==> src/rtl/spi_pkg.sv <==
// Shared types and sizing helpers for the parametrised SPI master.
package spi_pkg;

    // Transfer phases of the master sequencer.
    typedef enum logic [1:0] {
        IDLE  = 2'd0,
        LEAD  = 2'd1,
        XFER  = 2'd2,
        TRAIL = 2'd3
    } state_t;

    localparam int DEF_DATA_W  = 8;
    localparam int DEF_CLK_DIV = 16;

    // Counter widths for the default configuration: divider and sck edge index.
    localparam int DEF_DIV_W  = $clog2(DEF_CLK_DIV);
    localparam int DEF_EDGE_W = $clog2(2 * DEF_DATA_W);

    // Bits needed to count 0..n-1, never less than one bit.
    function automatic int cnt_width(input int n);
        return (n < 2) ? 1 : $clog2(n);
    endfunction

endpackage

==> src/rtl/spi_tick_gen.sv <==
// Half-period tick generator: one-cycle pulse every CLK_DIV enabled cycles.
// Restarting from zero on clr_i aligns the first tick exactly CLK_DIV cycles
// after a transfer is accepted.
module spi_tick_gen
    import spi_pkg::*;
#(
    parameter int CLK_DIV = DEF_CLK_DIV
) (
    input  logic clk_i,
    input  logic reset_i,
    input  logic clr_i,
    input  logic en_i,
    output logic tick_o
);

    localparam int                 DIV_W = cnt_width(CLK_DIV);
    localparam logic [DIV_W-1:0]   TERM  = DIV_W'(CLK_DIV - 1);

    logic [DIV_W-1:0] cnt_q;
    logic [DIV_W-1:0] cnt_d;

    // Next count: clear on request, otherwise wrap at the terminal count while enabled.
    always_comb begin
        cnt_d = cnt_q;
        if (clr_i) begin
            cnt_d = '0;
        end else if (en_i) begin
            cnt_d = (cnt_q == TERM) ? '0 : cnt_q + 1'b1;
        end
    end

    // Divider count register.
    always_ff @(posedge clk_i) begin
        if (reset_i) begin
            cnt_q <= '0;
        end else begin
            cnt_q <= cnt_d;
        end
    end

    assign tick_o = en_i && !clr_i && (cnt_q == TERM);

endmodule

==> src/rtl/spi_master_param.sv <==
// Single-clock SPI master with CPOL/CPHA, word width and bit order set by
// parameters. sck is generated from clk through a tick-enable divider.
//
//   state | meaning
//   ------+-------------------------------------------------------------
//   IDLE  | ready=1, ss=1, sck=CPOL; waits for start
//   LEAD  | ss=0, sck=CPOL for CLK_DIV cycles (setup before first edge)
//   XFER  | sck toggles every CLK_DIV cycles, 2*DATA_W edges in total
//   TRAIL | ss=0 held for CLK_DIV cycles, then rx_valid and back to IDLE
module spi_master_param
    import spi_pkg::*;
#(
    parameter int DATA_W    = DEF_DATA_W,
    parameter int CLK_DIV   = DEF_CLK_DIV,
    parameter int CPOL      = 0,
    parameter int CPHA      = 0,
    parameter int MSB_FIRST = 1
) (
    input  logic              clk,
    input  logic              reset,
    input  logic              start,
    input  logic [DATA_W-1:0] tx_data,
    output logic              ready,
    output logic [DATA_W-1:0] rx_data,
    output logic              rx_valid,
    output logic              sck,
    output logic              mosi,
    input  logic              miso,
    output logic              ss
);

    if (DATA_W < 2) begin : g_chk_data_w
        $error("spi_master_param: DATA_W must be at least 2");
    end
    if (CLK_DIV < 2) begin : g_chk_clk_div
        $error("spi_master_param: CLK_DIV must be at least 2");
    end

    localparam int                EDGE_W    = cnt_width(2 * DATA_W);
    localparam logic [EDGE_W-1:0] LAST_EDGE = EDGE_W'(2 * DATA_W - 1);
    localparam logic              SCK_IDLE  = (CPOL != 0);

    // First bit on the wire for the configured bit order.
    function automatic logic head_bit(input logic [DATA_W-1:0] x);
        if (MSB_FIRST != 0) begin
            return x[DATA_W-1];
        end
        return x[0];
    endfunction

    // Move the next transmit bit into the head position.
    function automatic logic [DATA_W-1:0] shift_out(input logic [DATA_W-1:0] x);
        if (MSB_FIRST != 0) begin
            return x << 1;
        end
        return x >> 1;
    endfunction

    // Insert a received bit: MSB-first fills from the LSB end, LSB-first mirrors it.
    function automatic logic [DATA_W-1:0] shift_in(input logic [DATA_W-1:0] x,
                                                   input logic            b);
        if (MSB_FIRST != 0) begin
            return {x[DATA_W-2:0], b};
        end
        return {b, x[DATA_W-1:1]};
    endfunction

    state_t             state_q, state_d;
    logic [EDGE_W-1:0]  edge_q, edge_d;
    logic [DATA_W-1:0]  tx_q, tx_d;
    logic [DATA_W-1:0]  rx_sh_q, rx_sh_d;
    logic [DATA_W-1:0]  rx_data_q, rx_data_d;
    logic               rx_valid_q, rx_valid_d;
    logic               sck_q, sck_d;
    logic               mosi_q, mosi_d;
    logic               ss_q, ss_d;
    logic               ready_q, ready_d;

    logic               div_clr;
    logic               div_en;
    logic               tick;
    logic               is_sample_edge;

    assign div_en = (state_q != IDLE);

    spi_tick_gen #(
        .CLK_DIV (CLK_DIV)
    ) u_tick (
        .clk_i   (clk),
        .reset_i (reset),
        .clr_i   (div_clr),
        .en_i    (div_en),
        .tick_o  (tick)
    );

    // Even edge indices are leading edges; CPHA picks which kind samples miso.
    assign is_sample_edge = (CPHA == 0) ? ~edge_q[0] : edge_q[0];

    // Next-state and datapath decode for the transfer sequencer.
    always_comb begin
        state_d    = state_q;
        edge_d     = edge_q;
        tx_d       = tx_q;
        rx_sh_d    = rx_sh_q;
        rx_data_d  = rx_data_q;
        rx_valid_d = 1'b0;
        sck_d      = sck_q;
        mosi_d     = mosi_q;
        ss_d       = ss_q;
        div_clr    = 1'b0;

        unique case (state_q)
            IDLE: begin
                ss_d  = 1'b1;
                sck_d = SCK_IDLE;
                if (start) begin
                    div_clr = 1'b1;
                    tx_d    = tx_data;
                    rx_sh_d = '0;
                    edge_d  = '0;
                    ss_d    = 1'b0;
                    // With CPHA=0 the first bit must be valid before the first edge.
                    mosi_d  = (CPHA == 0) ? head_bit(tx_data) : 1'b0;
                    state_d = LEAD;
                end
            end

            LEAD: begin
                if (tick) begin
                    state_d = XFER;
                end
            end

            XFER: begin
                if (tick) begin
                    sck_d = ~sck_q;
                    if (is_sample_edge) begin
                        rx_sh_d = shift_in(rx_sh_q, miso);
                    end else if (CPHA == 0) begin
                        // Trailing edge advances to the next bit; nothing follows the last one.
                        if (edge_q != LAST_EDGE) begin
                            tx_d   = shift_out(tx_q);
                            mosi_d = head_bit(shift_out(tx_q));
                        end
                    end else begin
                        mosi_d = head_bit(tx_q);
                        tx_d   = shift_out(tx_q);
                    end

                    if (edge_q == LAST_EDGE) begin
                        sck_d   = SCK_IDLE;
                        state_d = TRAIL;
                    end else begin
                        edge_d = edge_q + 1'b1;
                    end
                end
            end

            TRAIL: begin
                if (tick) begin
                    ss_d       = 1'b1;
                    mosi_d     = 1'b0;
                    rx_data_d  = rx_sh_q;
                    rx_valid_d = 1'b1;
                    state_d    = IDLE;
                end
            end

            default: begin
                state_d = IDLE;
            end
        endcase

        ready_d = (state_d == IDLE);
    end

    // State, shift registers and registered pin outputs.
    always_ff @(posedge clk) begin
        if (reset) begin
            state_q    <= IDLE;
            edge_q     <= '0;
            tx_q       <= '0;
            rx_sh_q    <= '0;
            rx_data_q  <= '0;
            rx_valid_q <= 1'b0;
            sck_q      <= SCK_IDLE;
            mosi_q     <= 1'b0;
            ss_q       <= 1'b1;
            ready_q    <= 1'b1;
        end else begin
            state_q    <= state_d;
            edge_q     <= edge_d;
            tx_q       <= tx_d;
            rx_sh_q    <= rx_sh_d;
            rx_data_q  <= rx_data_d;
            rx_valid_q <= rx_valid_d;
            sck_q      <= sck_d;
            mosi_q     <= mosi_d;
            ss_q       <= ss_d;
            ready_q    <= ready_d;
        end
    end

    assign ready    = ready_q;
    assign rx_data  = rx_data_q;
    assign rx_valid = rx_valid_q;
    assign sck      = sck_q;
    assign mosi     = mosi_q;
    assign ss       = ss_q;

endmodule

==> config.mk <==
export PLATFORM = sky130hd
export DESIGN_NAME = spi_master_param
export DESIGN_NICKNAME = d
export VERILOG_FILES = /design/src/rtl/spi_pkg.sv /design/src/rtl/spi_tick_gen.sv /design/src/rtl/spi_master_param.sv
export SDC_FILE = /design/constraint.sdc
export NUM_CORES = 1
export LEC_CHECK = 0
export CAP_MARGIN = 15
export CELL_PAD_IN_SITES_DETAIL_PLACEMENT = 1
export CELL_PAD_IN_SITES_GLOBAL_PLACEMENT = 2
export CORE_MARGIN = 5
export CORE_UTILIZATION = 41
export DETAILED_ROUTE_END_ITERATION = 8
export DONT_BUFFER_PORTS = 1
export GPL_TIMING_DRIVEN = 1
export PLACE_DENSITY_LB_ADDON = 0.1
export SETUP_SLACK_MARGIN = 0.5
export SLEW_MARGIN = 10
export SYNTH_ARGS = -nofsm -noshare
export SYNTH_HDL_FRONTEND = slang
export SYNTH_SLANG_ARGS = --single-unit
==> constraint.sdc <==
create_clock -name clk -period 2.72 [get_ports clk]
set_input_delay 0.544 -clock clk [delete_from_list [all_inputs] [get_ports clk]]
set_output_delay 0.544 -clock clk [all_outputs]
set_load 0.01 [all_outputs]
Word-level counts from Yosys, hierarchy flattened. Cells that the tools add are included.

Flip-flop bits (word level): 39. Latch bits: 0. Memory bits (writable): 0. Bits in read-only memories: 0. Logic and storage cells: 94. Memories: 0.

Add/subtract/negate cells: 2. $mul: 0. Div/mod/pow operators: 0. Order comparisons: 0. Equality and inequality tests: 13. Shift operators: 0. Muxes and demuxes: 48. Bitwise logic cells: 2. Reduce and logical (&&, ||, !) cells: 18.

Operator list (number): 2-to-1 mux 8 bit (9); case mux 8 bit (2 select lines) (2); 2-to-1 mux 1 bit (23); 2-to-1 mux 4 bit (4); inequality test 2 bit (second input constant) (7); 2-to-1 mux 2 bit (5); adder 4 x 1 -> 4 bit (second input constant) (2); equality test 4 bit (second input constant) (2); case mux 2 bit (4 select lines) (1); case mux 4 bit (2 select lines) (1); AND reduction 4 bit (2); AND reduction 2 bit (3); AND reduction 6 bit (1); nonzero test 2 bit (3); AND reduction 5 bit (1); equality test 2 bit (second input constant) (2); logical NOT 2 bit (2); inequality test 4 bit (second input constant) (1); case mux 1 bit (2 select lines) (2); OR reduction 2 bit (2); case mux 1 bit (3 select lines) (1); nonzero test 3 bit (1); equality test 2 x 1 -> 1 bit (second input constant) (1); logical AND 1 bit (2); 2 further kinds (3).

Depth between registers and ports, before layout.
Word-level depth: 13. Depth in mapped cells: 7. Depth with buffers taken out: 5.

Modules after synthesis. A second synthesis with hierarchy kept.

Cell total of the unflattened synthesis: 169. Area, all modules: 1626.6 µm².

By module, submodules not included: spi_master_param (times used 1, cells each 150, area an instance 1445.1 µm², sequential area each 680.7 µm²); spi_tick_gen (times used 1, cells each 19, area an instance 181.4 µm², sequential area each 80.1 µm²).

Worst setup path after synthesis. No wires, ideal clock.

Path type: register -> register. From: reg edge_q[0]. To: reg tx_q[0]. Arrival time: 1.451 ns. Data required time: 2.604 ns. Slack: 1.153 ns. Stages on the path, launching flop included: 7. Path buffers: 1. Period minus slack after synthesis: 1.567 ns. Cells stage by stage: dfxtp_1 > ha_1 > nand3_1 > a2bb2oi_4 > and2_1 > buf_4 > a41o_1.

Longest elaborated chain between the ends: 3. Elaborated cells on any way between the ends: 4. Those cells by class: eq/ne (3); reduce/logical (1).

Ends and longest elaborated chain: from (decl) (RTL line spi_master_param.sv:69) `logic [EDGE_W-1:0] edge_q, edge_d;`; from (signal assigned) (RTL line spi_master_param.sv:192) `edge_q <= edge_d;`; inequality test 4 bit (RTL line spi_master_param.sv:141) `if (edge_q != LAST_EDGE) begin`; inequality test 2 bit (no source line); AND reduction 5 bit (no source line) *; to (signal assigned) (RTL line spi_master_param.sv:193) `tx_q <= tx_d;`; to (decl) (RTL line spi_master_param.sv:70) `logic [DATA_W-1:0] tx_q, tx_d;`.

Mark *: on every way between the ends. The rest lies on a longest branch, timed or not. A chain may end at the register's enable or synchronous reset.

Final worst setup path.
From: reg u_tick.cnt_q[0]. To: reg rx_sh_q[4].

Longest elaborated chain between the ends: 4.

Ends and longest elaborated chain: from (decl) (RTL line spi_tick_gen.sv:19) `logic [DIV_W-1:0] cnt_q;`; from (signal assigned) (RTL line spi_tick_gen.sv:37) `cnt_q <= cnt_d;`; equality test 4 bit (RTL line spi_tick_gen.sv:41) `assign tick_o = en_i && !clr_i && (cnt_q == TERM);`; logical AND 1 bit (RTL line spi_tick_gen.sv:41); inequality test 2 bit (no source line); AND reduction 4 bit (no source line); to (signal assigned) (RTL line spi_master_param.sv:194) `rx_sh_q <= rx_sh_d;`; to (decl) (RTL line spi_master_param.sv:71) `logic [DATA_W-1:0] rx_sh_q, rx_sh_d;`.

Every way passes these cells.

==> metrics.md <==
| Metric | Value |
|---|---|
| Final Util | 46.3% |
| Worst Skew | between 0.005 and 0.006 ns |
| Total grt overflow | 0 |
| Residual DRC | 0 |
| Delay of the slowest critical-path stage | 0.44 ns |
| Post-Syn Instances | about 160 |
| Final setup viols | 0 |
| Achievable frequency | approximately 0.54 GHz |
| Hold crit path type | input port to flop |
| Largest net degree at the start of global routing | 18 |
| Cell Area, Placed | 1640 sq um |
| Status | finished, final reports clean |
| Maxcap violations | 0 |
| Crit Path Category | flop to flop |
| Full die area | 5320 sq um |
| Crit share post-route | 67.7% |
| Routed len/inst | 16.8 um |
| Initial antenna violation count | 0 |
| Worst Path Max Fanout | 8 |
| Sequential share of power | 55.4% |
| First-pass GRT wire length | between 6 and 7 mm |
| Relative slew slack | around 49% |
| Power Dens Cells | 615 nW/um^2 |
| H-tree Lvls | 2 |
| Ports | 25 |
| Worst hold margin | 0.321 ns |
| DRT antenna net count | 0 |
| IO Port Bufs | 0 |
| Sw Ratio | 24.3% |
| Top_reg_cell synth | dfxtp_1 |
| Die height | 73.0 um |
| Power share of the combinational group | 6.7% |
| Min Tclk post-route | 1.84 ns |
| Total power | 1060 uW |
| Slowest cell on crit path | nor2_1 |
| Leak | 0.000608 uW |
| CTS clk-pin slew, worst paths | about 0.070 ns |
| Synth Register Bits | 38 |
| Total track usage | between 10% and 20% |
| Clock Path Buffers | 2 |
| Layout area overhead | 6.54% |
| Data arrival, critical path | 2.00 ns |
| RSZ-0062 raised after global routing | false |
| Drt pass-1 iters | 4 |
| CP endpoint kind | flop |
| # rows | 22 |
| Critical Path RT | 2.88 ns |
| Mapped Avg Cell Area | 9.91 sq um |
| Total internal power | 806 uW |
| WP buf/inv | 0 |
| Post-detail-place hpwl | 2.56 mm |
| Slew at the pin closest to its max-slew limit | 0.757 ns |
| Vias in the first global route | 1,238 |
| Synth warnings | 0 |
| Setup tns final | 0 ns |
| Via count | between 1,000 and 1,500 |
| Hold_buf cts | 0 |
| CP startpoint kind | flop |
| Vias/cell | around 5.6 |
| Synth cell types | 40 |
| Net count after synthesis | 178 |
| Final Hold Viols | 0 |
| NetSw | 259 uW |
| Worst path cell trace | ha_1, nand4_4, o21a_1, nor2_1, o22ai_1 |
| EDFF count, synth | 0 |
| VDD IR max | 0.291 mV |
| Initial Utilization | a little over two fifths |
| Die width | 73.0 um |
| Initial DRC count | 48 |
| Clock power frac | 37.9% |
| Final wirelength | 3.57 mm |
| Register area share after synthesis | 46.8% |
| Clock sinks | 38 |
| Root Driver | clkbuf_8 |
| CORE AREA | about 3700 sq um |
| Share of async-settable or async-resettable flops after synthesis | 0% |
| Post-CTS Setup Bufs | 0 |
| Net count, final | 177 |
| Mapped Area | 1630 sq um |
| Num CTS Buffers | 5 |
| Fin area | 1730 sq um |
| GPL Wtd Cong | 0.797 |
| Share of cells above drive strength 1 | 11.6% |
| Worst path top cell family by delay | simple AND/OR/NAND/NOR gates |
| Resized Gates After CTS | 0 |
| Ant. Diodes | 0 |
| Fillers | 456 |
| Skew-Pair Late Insertion Delay | a little under 0.3 ns |
| Slew Limit Fails | 0 |
| CTS tree | built |
==> final timing paths <==
check,slack [ns],depth (start not counted),from,to
worst max-delay path,0.88,5,u_tick.cnt_q[0],rx_sh_q[4]
worst max register to register,0.88,5,u_tick.cnt_q[0],rx_sh_q[4]
worst min register to register,0.47,1,rx_sh_q[0],rx_data[0]
worst min-delay path,0.32,1,reset,edge_q[1]
==> registers in the layout, indices dropped and copies added, names as in the netlist <==
signal and flops:
rx_data 8, rx_sh_q 8, tx_q 7, edge_q 4, u_tick.cnt_q 4, state_q 2
mosi 1, ready 1, rx_valid 1, sck 1, ss 1
==> placed cells by master (no fill, tap or decap), types with 6 or more instances in the layout <==
cell type / count
a211oi_1: 8
a21oi_1: 14
a22o_1: 8
clkbuf_8: 6
dfxtp_1: 38
mux2i_1: 8
nand2_1: 16
nor2_1: 13
o22ai_1: 7
==> cells in the mapped netlist (2+ instances only) <==
master	n	area (sq um)
nand3_1	4	20.0
a311oi_1	2	17.5
mux2i_1	8	80.1
o21ai_0	3	15.0
ha_1	2	25.0
a21oi_1	14	70.1
a211oi_1	8	60.1
nand2b_1	2	12.5
inv_1	4	15.0
o22ai_1	7	43.8
nor2_1	13	48.8
nand2b_4	2	27.5
clkbuf_1	3	11.3
buf_6	2	22.5
a41o_1	2	20.0
a22o_1	8	70.1
nand2_1	16	60.1
nor3_1	2	10.0
xor2_1	2	17.5
buf_2	3	15.0
dfxtp_1	38	761
==> layer usage <==
layer | up-vias | wire length, um | GRT usage, %
li1 | 601 | - | -
met1 | 563 | 1670 | 18.7
met2 | 23 | 1630 | 23.5
met3 | 7 | 188 | 5.10
met4 | 0 | 87 | 8.61
met5 | - | 0 | 0
==> through the flow <==
stage          instances  setup slack (ns)
2_1_floorplan        164              1.15
4_1_cts              212             0.884
5_1_grt              212             0.736
3_3_place_gp         204             0.914
3_5_place_dp         204             0.895
6_report             212             0.877
==> area by class of cell <==
cell class / instances / area (sq um) / area share [%]
Tap cell: 48 / 60.1 / 3.47
Sequential cell: 38 / 761 / 43.9
Timing Repair Buffer: 1 / 7.51 / 0.434
Clock inverter: 2 / 12.5 / 0.723
Clock buffer: 6 / 82.6 / 4.77
Inverter: 4 / 15.0 / 0.867
Multi-Input combinational cell: 113 / 793 / 45.8
==> power by group through the flow <==
stage          clock, uW  combinational (uW)  sequential, uW
2_1_floorplan          0                68.1             597
3_3_place_gp           0                69.4             602
3_5_place_dp           0                72.1             603
4_1_cts              424                72.2             590
5_1_grt              446                80.1             592
6_report             404                71.3             590
==> cells by family (layout without fill, tap and decap cells) <==
logic type | count (synthesis) | in the layout | share of synthesized area, %
buffers and inverters | 13 | 13 | 4.39
DFF | 38 | 38 | 46.8
adders and majority gates | 2 | 2 | 1.54
xor gates and xnor gates | 3 | 3 | 1.62
muxes | 8 | 8 | 4.93
AOI/OAI and AO/OA | 52 | 52 | 24.6
and+or+nand+nor | 48 | 48 | 16.1
Note: power is estimated with default switching activity, not from simulation.
